<file path="src/rtl/shreg_ctrl_pkg.sv">
// rtl/shreg_ctrl_pkg.sv - shared types and constants for the serial header/payload controller
package shreg_ctrl_pkg;

  // Number of header bits shifted into the external shift register (2 bits d, 4 bits n).
  localparam int HDR_LEN_DEF = 6;

  // Number of destination ports addressed by d.
  localparam int NPORTS = 4;

  typedef enum logic [2:0] {
    IDLE,
    INIT,
    HDR,
`ifdef SHREG_CTRL_PARITY_EN
    PAR,
`endif
    PAY,
    DONE
  } state_t;

  function automatic logic [NPORTS-1:0] port_onehot(input logic [1:0] p);
    port_onehot = NPORTS'(1) << p;
  endfunction

endpackage

</file>
<file path="src/rtl/shreg_ctrl_down_cnt4.sv">
// rtl/shreg_ctrl_down_cnt4.sv - 4-bit loadable down counter with zero flag
//
// Ports:
//   clk, rst   clock and synchronous active-high reset (cnt -> 0)
//   load       load load_val (has priority over dec)
//   load_val   value to load
//   dec        decrement by one
//   cnt        current count
//   zero       cnt == 0
module down_cnt4 (
  input  logic       clk,
  input  logic       rst,
  input  logic       load,
  input  logic [3:0] load_val,
  input  logic       dec,
  output logic [3:0] cnt,
  output logic       zero
);

  always_ff @(posedge clk) begin
    if (rst) begin
      cnt <= 4'd0;
    end else if (load) begin
      cnt <= load_val;
    end else if (dec) begin
      cnt <= cnt - 4'd1;
    end
  end

  assign zero = (cnt == 4'd0);

endmodule

</file>
<file path="src/rtl/shreg_ctrl.sv">
// rtl/shreg_ctrl.sv - serial frame controller driving an external header shift register
//
// Frame: start bit, HDR_LEN header bits (d[1:0] then n[3:0], MSB first),
// optional even-parity bit, then n payload bits routed to port d.
// Optional build macro: SHREG_CTRL_PARITY_EN adds the PAR state and the perr port.
//
// Ports:
//   clk, rst   clock and synchronous active-high reset
//   serIn      serial line (idle low), also feeds the external shift register
//   n, d       payload length / destination from the external shift register
//   shen, init shift enable / synchronous clear to the shift register
//   serOut     serOut[d] follows serIn during payload, other bits 0
//   valid      one-hot payload strobe
//   done       one-cycle end-of-frame pulse
//   perr       one-cycle parity error pulse (SHREG_CTRL_PARITY_EN only)
//   busy       high whenever not IDLE
module shreg_ctrl
  import shreg_ctrl_pkg::*;
#(
  parameter int HDR_LEN = HDR_LEN_DEF
) (
  input  logic              clk,
  input  logic              rst,
  input  logic              serIn,
  input  logic [3:0]        n,
  input  logic [1:0]        d,
  output logic              shen,
  output logic              init,
  output logic [NPORTS-1:0] serOut,
  output logic [NPORTS-1:0] valid,
  output logic              done,
`ifdef SHREG_CTRL_PARITY_EN
  output logic              perr,
`endif
  output logic              busy
);

  state_t     state;
  logic [3:0] n_r;
  logic [1:0] d_r;
  logic       cap;       // first cycle after HDR: shift register is settled
  logic       cnt_load;
  logic [3:0] cnt_val;
  logic       cnt_dec;
  logic [3:0] cnt;
  logic       cnt_zero;

`ifndef SHREG_CTRL_PARITY_EN
  // The last header bit is shifted in on the same edge that leaves HDR, so the
  // exit decision uses the post-shift view of n/d.
  logic [3:0] hdr_n;
  logic [1:0] hdr_d;
  assign hdr_n = {n[2:0], serIn};
  assign hdr_d = {d[0], n[3]};
`endif

  down_cnt4 u_cnt (
    .clk      (clk),
    .rst      (rst),
    .load     (cnt_load),
    .load_val (cnt_val),
    .dec      (cnt_dec),
    .cnt      (cnt),
    .zero     (cnt_zero)
  );

  always_comb begin
    cnt_load = 1'b0;
    cnt_val  = 4'd0;
    cnt_dec  = 1'b0;
    case (state)
      INIT: begin
        cnt_load = 1'b1;
        cnt_val  = 4'(HDR_LEN - 1);
      end
      HDR: begin
        if (cnt_zero) begin
`ifndef SHREG_CTRL_PARITY_EN
          cnt_load = 1'b1;
          cnt_val  = hdr_n - 4'd1;
`endif
        end else begin
          cnt_dec = 1'b1;
        end
      end
`ifdef SHREG_CTRL_PARITY_EN
      PAR: begin
        cnt_load = 1'b1;
        cnt_val  = n - 4'd1;
      end
`endif
      PAY:     cnt_dec = 1'b1;
      default: ;
    endcase
  end

  always_ff @(posedge clk) begin
    if (rst) begin
      state <= IDLE;
      n_r   <= 4'd0;
      d_r   <= 2'd0;
      cap   <= 1'b0;
      init  <= 1'b0;
      shen  <= 1'b0;
      valid <= '0;
      done  <= 1'b0;
      busy  <= 1'b0;
`ifdef SHREG_CTRL_PARITY_EN
      perr  <= 1'b0;
`endif
    end else begin
      init  <= 1'b0;
      shen  <= 1'b0;
      valid <= '0;
      done  <= 1'b0;
      cap   <= 1'b0;
`ifdef SHREG_CTRL_PARITY_EN
      perr  <= 1'b0;
`endif
      if (cap) begin
        n_r <= n;
        d_r <= d;
      end
      case (state)
        IDLE: begin
          if (serIn) begin
            state <= INIT;
            init  <= 1'b1;
            busy  <= 1'b1;
          end
        end
        INIT: begin
          state <= HDR;
          shen  <= 1'b1;
        end
        HDR: begin
          if (cnt_zero) begin
            cap <= 1'b1;
`ifdef SHREG_CTRL_PARITY_EN
            state <= PAR;
`else
            if (hdr_n == 4'd0) begin
              state <= DONE;
              done  <= 1'b1;
            end else begin
              state <= PAY;
              valid <= port_onehot(hdr_d);
            end
`endif
          end else begin
            shen <= 1'b1;
          end
        end
`ifdef SHREG_CTRL_PARITY_EN
        PAR: begin
          // Even parity: the parity bit equals the XOR of the six header bits.
          if (serIn != ^{d, n}) begin
            state <= DONE;
            done  <= 1'b1;
            perr  <= 1'b1;
          end else if (n == 4'd0) begin
            state <= DONE;
            done  <= 1'b1;
          end else begin
            state <= PAY;
            valid <= port_onehot(d);
          end
        end
`endif
        PAY: begin
          if (cnt_zero) begin
            state <= DONE;
            done  <= 1'b1;
          end else begin
            // d_r is written on the capture edge itself, so read d directly then.
            valid <= port_onehot(cap ? d : d_r);
          end
        end
        DONE: begin
          state <= IDLE;
          busy  <= 1'b0;
        end
        default: state <= IDLE;
      endcase
    end
  end

  assign serOut = valid & {NPORTS{serIn}};

  // The held length is kept for observation only; no datapath consumes it.
  logic unused_n_r;
  assign unused_n_r = ^n_r;

endmodule

</file>
<file path="config.mk">
export PLATFORM = sky130hd
export DESIGN_NAME = shreg_ctrl
export DESIGN_NICKNAME = d
export VERILOG_FILES = /design/src/rtl/shreg_ctrl_pkg.sv /design/src/rtl/shreg_ctrl_down_cnt4.sv /design/src/rtl/shreg_ctrl.sv
export SDC_FILE = /design/constraint.sdc
export NUM_CORES = 1
export LEC_CHECK = 0
export ABC_AREA = 1
export BUFFER_PORTS_ARGS = -buffer_cell sky130_fd_sc_hd__buf_4
export CAP_MARGIN = 20
export CORE_AREA = 2 2 46 48
export DETAILED_ROUTE_END_ITERATION = 16
export DIE_AREA = 0 0 48 50
export PLACE_DENSITY_LB_ADDON = 0.08
export RECOVER_POWER = 25
export SLEW_MARGIN = 20
export SYNTH_ARGS = -nofsm -noshare
export SYNTH_HDL_FRONTEND = slang
export SYNTH_SLANG_ARGS = --single-unit
</file>
<file path="constraint.sdc">
create_clock -name clk -period 1.7 [get_ports clk]
set_clock_uncertainty 0.2 [all_clocks]
set_input_delay 0.255 -clock clk [delete_from_list [all_inputs] [get_ports clk]]
set_output_delay 0.255 -clock clk [all_outputs]
set_load 0.03 [all_outputs]
</file>
# Word level (Yosys, flattened, before mapping)
# Cells that the tools add are included.
# op_classes
bitwise_logic	3
n_mux	25
add_sub_neg	2
eq_ne	7
reduce_logical	9
n_shift	2
# ops
operator	n
4-bit two-way mux	6
4-bit one-hot mux with 2 select lines	2
3-bit two-way mux	4
3-bit one-hot mux with 4 select lines	1
1-bit one-hot mux with 2 select lines	5
4-bit logical NOT	2
1-bit by 2-bit << shifter with 4-bit output, first input constant	2
4-bit by 1-bit subtractor with 4-bit output, second input constant	2
3-bit by 2-bit equality test with 1-bit output, second input constant	2
1-bit two-way mux	6
2-bit inequality test, second input constant	3
4-bit bitwise AND	1
2-bit nonzero test	2
2-bit OR reduction	2
3-bit by 1-bit equality test with 1-bit output, second input constant	1
3-bit equality test, second input constant	1
3-bit logical NOT	1
3-bit AND reduction	1
2-bit two-way mux	1
1-bit inverter	2
2-bit AND reduction	1
# totals
word_cells	57
ff_bits	18
out_inout_bits	12

# Depth between registers and ports, before layout
# logic_depth
depth_word	5
ltp_mapped	9

# Modules after synthesis
# A second synthesis with hierarchy kept.
# unflattened
hier_cells	151
area_unflattened_um2	996.0
# modules_own_cells
module	instances	area_each_um2	cells_per_inst	seq_area_each_um2
shreg_ctrl	1	743.2	111	280.3
down_cnt4	1	252.7	40	80.1

# Worst setup path before layout
# Ideal clock, no wire load.
# synth_timing
path_type	register -> register
start	register u_cnt.cnt[0]
end	register u_cnt.cnt[0]
stages_incl_launch_ff	8
n_path_buf	0
synth_period_minus_slack_ps	1352
arrival_ps	1082
required_ps	1430
path_slack_ps	348
path_cell_list	dfxtp_1 > inv_1 > ha_1 > nand2_2 > nor2_4 > nor2_1 > nand2_1 > a21oi_1
# synth_via
elab_chain_len	4
elab_cells_between_ends	11
cone_classes	add/sub (1); mux (8); reduce/logical (2)
# synth_rtl
item	line	text
start: declaration	shreg_ctrl_down_cnt4.sv:16	output logic [3:0] cnt,
start signal: assignment	shreg_ctrl_down_cnt4.sv:24	cnt <= load_val;
start signal: assignment	shreg_ctrl_down_cnt4.sv:26	cnt <= cnt - 4'd1;
parallel branches: the longest is 4 deep, another holds 4-bit by 1-bit subtractor with 4-bit output	-	
# Parallel ways; which one is timed is not known. The select of a mux whose other input is x is not followed.
# A chain may end at the register's enable or synchronous reset.

# Worst setup path in the final report
# Ends and elaborated chain as after synthesis.

==> metrics.txt <==
Period minus WS final 1.556 ns; crit path to u_cnt.cnt[0]$_SDFFE_PP0P_; WL per Instance 10.80 um; I/O pin total 21; unrepaired setup endpoints after global routing false; worst vdd ir 0.0006874 V; worst stage delay on the critical path 0.33 ns; number of port buffers 20; Max Fclk 0.6426 GHz; Rel. slew slack 0.6706; Synth-to-Final Area Change 22.43%; Fin Setup TNS 0 ns; Die Wd 48 um; first-pass GRT wire length 3.456 mm; Pleak 0.5856 nW; DR iter-0 viols 26; Placed Cells 180; CTS buffer count 3; CTS Buffer Depth 2; clk slew on worst S/H paths 0.10 ns; crit path max fanout 8; CTS H-tree lvls 1; via count 903; Non-Filler Instances 184; count of mapped cells out of synthesis 134; All-Layer GR Usage 0.1979; fin util 0.5888; Hold Buf Count CTS 0; Crit Path Category flip-flop to flip-flop; WP data arrival 1.58 ns; outcome completed; commonest non-fill, non-tap cell in the layout nand2_1; R2R Setup Slk 0.14 ns; Final period util 0.9154; syn_nets 147; Final Hold Vio Count 0; worst-case reg-to-reg path depth 7; cells resized by post-CTS repair 0; Die Ht 50 um; Synth Warn # 0; worst hold path class input port to flip-flop; fin nets 171; Yosys cell types 16; r2r startpoint u_cnt.cnt[0]$_SDFFE_PP0P_; Max-cap violations 0; CTS root buf clkbuf_4; initial antenna violation count 0; vias in the first global route 843; commonest non-fill, non-tap cells in the layout nand2_1, inv_1, dfxtp_1; fin. max-slew vios 0; Post-Route WL 1.988 mm; area of the multi-input gates 456.7 sq um; post-CTS setup repair buffer count 0; Setup crit end kind flip-flop; die area 0.002400 sq mm; DR DRC count 0; worst-margin pin slew 0.4890 ns; pwr/cell area 1407 mW/mm^2; diode count 0; FF/Latch Area 360.3 sq um; share of post-route cells with drive strength above 1 0.1529; dpl hpwl 1.589 mm; Worst Setup Start Kind flip-flop; Reg2Reg Capture Point u_cnt.cnt[0]$_SDFFE_PP0P_; GP Congestion 0.8434; CP max stage cell dfxtp_1; CP Data Required Time 1.73 ns; FF+latch count, synth 18; synthesized area 914.6 sq um; CP startpoint u_cnt.cnt[0]$_SDFFE_PP0P_; Finish-stage setup viols 0; crit-path cells inv_1, ha_1, nand2_2, nor2_4, nor2_1, nand2_1, a21oi_1; sequential area share after synthesis 0.3940; total gr overflow 0; TritonCTS clock tree yes; Sink Count 18; syn avg cell area 6.826 sq um; post-route ant nets 0; Clock Latency Late Sink 0.29 ns; filler instances 193; via/cell ratio 4.908; pin count of the biggest net entering global routing 14; router iterations before antenna repair 6; Initial Util 0.4809; Placement Rows 16; Core Area 0.001902 sq mm
==> layout make-up <==
| cell class | count | area share |
|---|---|---|
| Clock buffer | 4 | 0.03240 |
| Tap cell | 27 | 0.03017 |
| Multi-Input combinational cell | 90 | 0.4078 |
| Inverter | 25 | 0.08380 |
| Sequential cell | 18 | 0.3218 |
| Timing Repair Buffer | 20 | 0.1240 |
==> cells in the mapped netlist <==
library cell,instances,share of area
o21ai_0,7,0.038
nand2_1,26,0.11
nor2_1,15,0.062
inv_1,25,0.10
clkbuf_1,1,0.0041
a211oi_1,1,0.0082
a21boi_0,1,0.0082
a21oi_1,15,0.082
nor2_4,1,0.012
ha_1,4,0.055
nor3_1,2,0.011
xor2_1,2,0.019
nand3_1,9,0.049
dfxtp_1,18,0.39
nand4_1,5,0.034
nand2_2,2,0.014
==> per-stage QoR <==
step | hold WS [ns] | setup slack, ns | instance area [sq um] | total power, W
after global routing | 0.006748 | 0.02876 | 1120 | 0.001739
final | 0.01743 | 0.1439 | 1120 | 0.001575
after detailed placement | 0.2947 | 0.1857 | 1095 | 0.001334
after global placement | 0.2861 | 0.2264 | 1095 | 0.001314
after floorplan | 0.1318 | 0.3481 | 914.6 | 0.001143
after CTS | 0.008943 | 0.1607 | 1131 | 0.001597
==> cell families after synthesis <==
kind of cell / share of synthesized area
and+or+nand+nor: 0.2886
adders and majority gates: 0.05472
DFF: 0.3940
xor gates and xnor gates: 0.01916
AOI/OAI and AO/OA: 0.1368
buffers and inverters: 0.1067
==> layer usage <==
metal	GRT usage	part of all wire
met1	0.2467	0.45
met2	0.3178	0.48
met3	0.03297	0.046
met4	0.09009	0.019
met5	0	0
==> worst max-delay path: cells and delay by family (launching register included) <==
kind | cells | cell delay (ns)
compound gates | 1 | 0.16
fa+ha+maj | 1 | 0.21
buf+inv | 1 | 0.08
flops | 1 | 0.33
simple gates | 4 | 0.50
==> worst min path at each step <==
stage	end	startpoint	slack [ns]	cells after the start
after floorplan	init$_SDFF_PP0_	rst	0.13	1
after global placement	busy$_SDFFE_PP0P_	state[2]$_SDFFE_PP0P_	0.29	1
after detailed placement	busy$_SDFFE_PP0P_	state[2]$_SDFFE_PP0P_	0.29	1
after CTS	state[1]$_SDFFE_PP0P_	rst	0.009	2
after global routing	valid[3]$_SDFF_PP0_	rst	0.007	2
final	state[1]$_SDFFE_PP0P_	rst	0.02	2
==> flip-flops by register name, summed over array words and instances, names as in the netlist <==
| register | cells |
|---|---|
| u_cnt.cnt | 4 |
| init | 1 |
| shen | 1 |
| d_r | 2 |
| state | 3 |
| valid | 4 |
| done | 1 |
| busy | 1 |
| cap | 1 |
==> power by group <==
part | leakage, nW | total, W | switching [W] | internal, W
registers | 0.147 | 0.000577 | 0.0000621 | 0.000515
logic | 0.418 | 0.000736 | 0.000493 | 0.000243
clock network | 0.0210 | 0.000263 | 0.000132 | 0.000131
total | 0.586 | 0.00158 | 0.000688 | 0.000888
No activity file was read; power rests on OpenSTA's default activity.
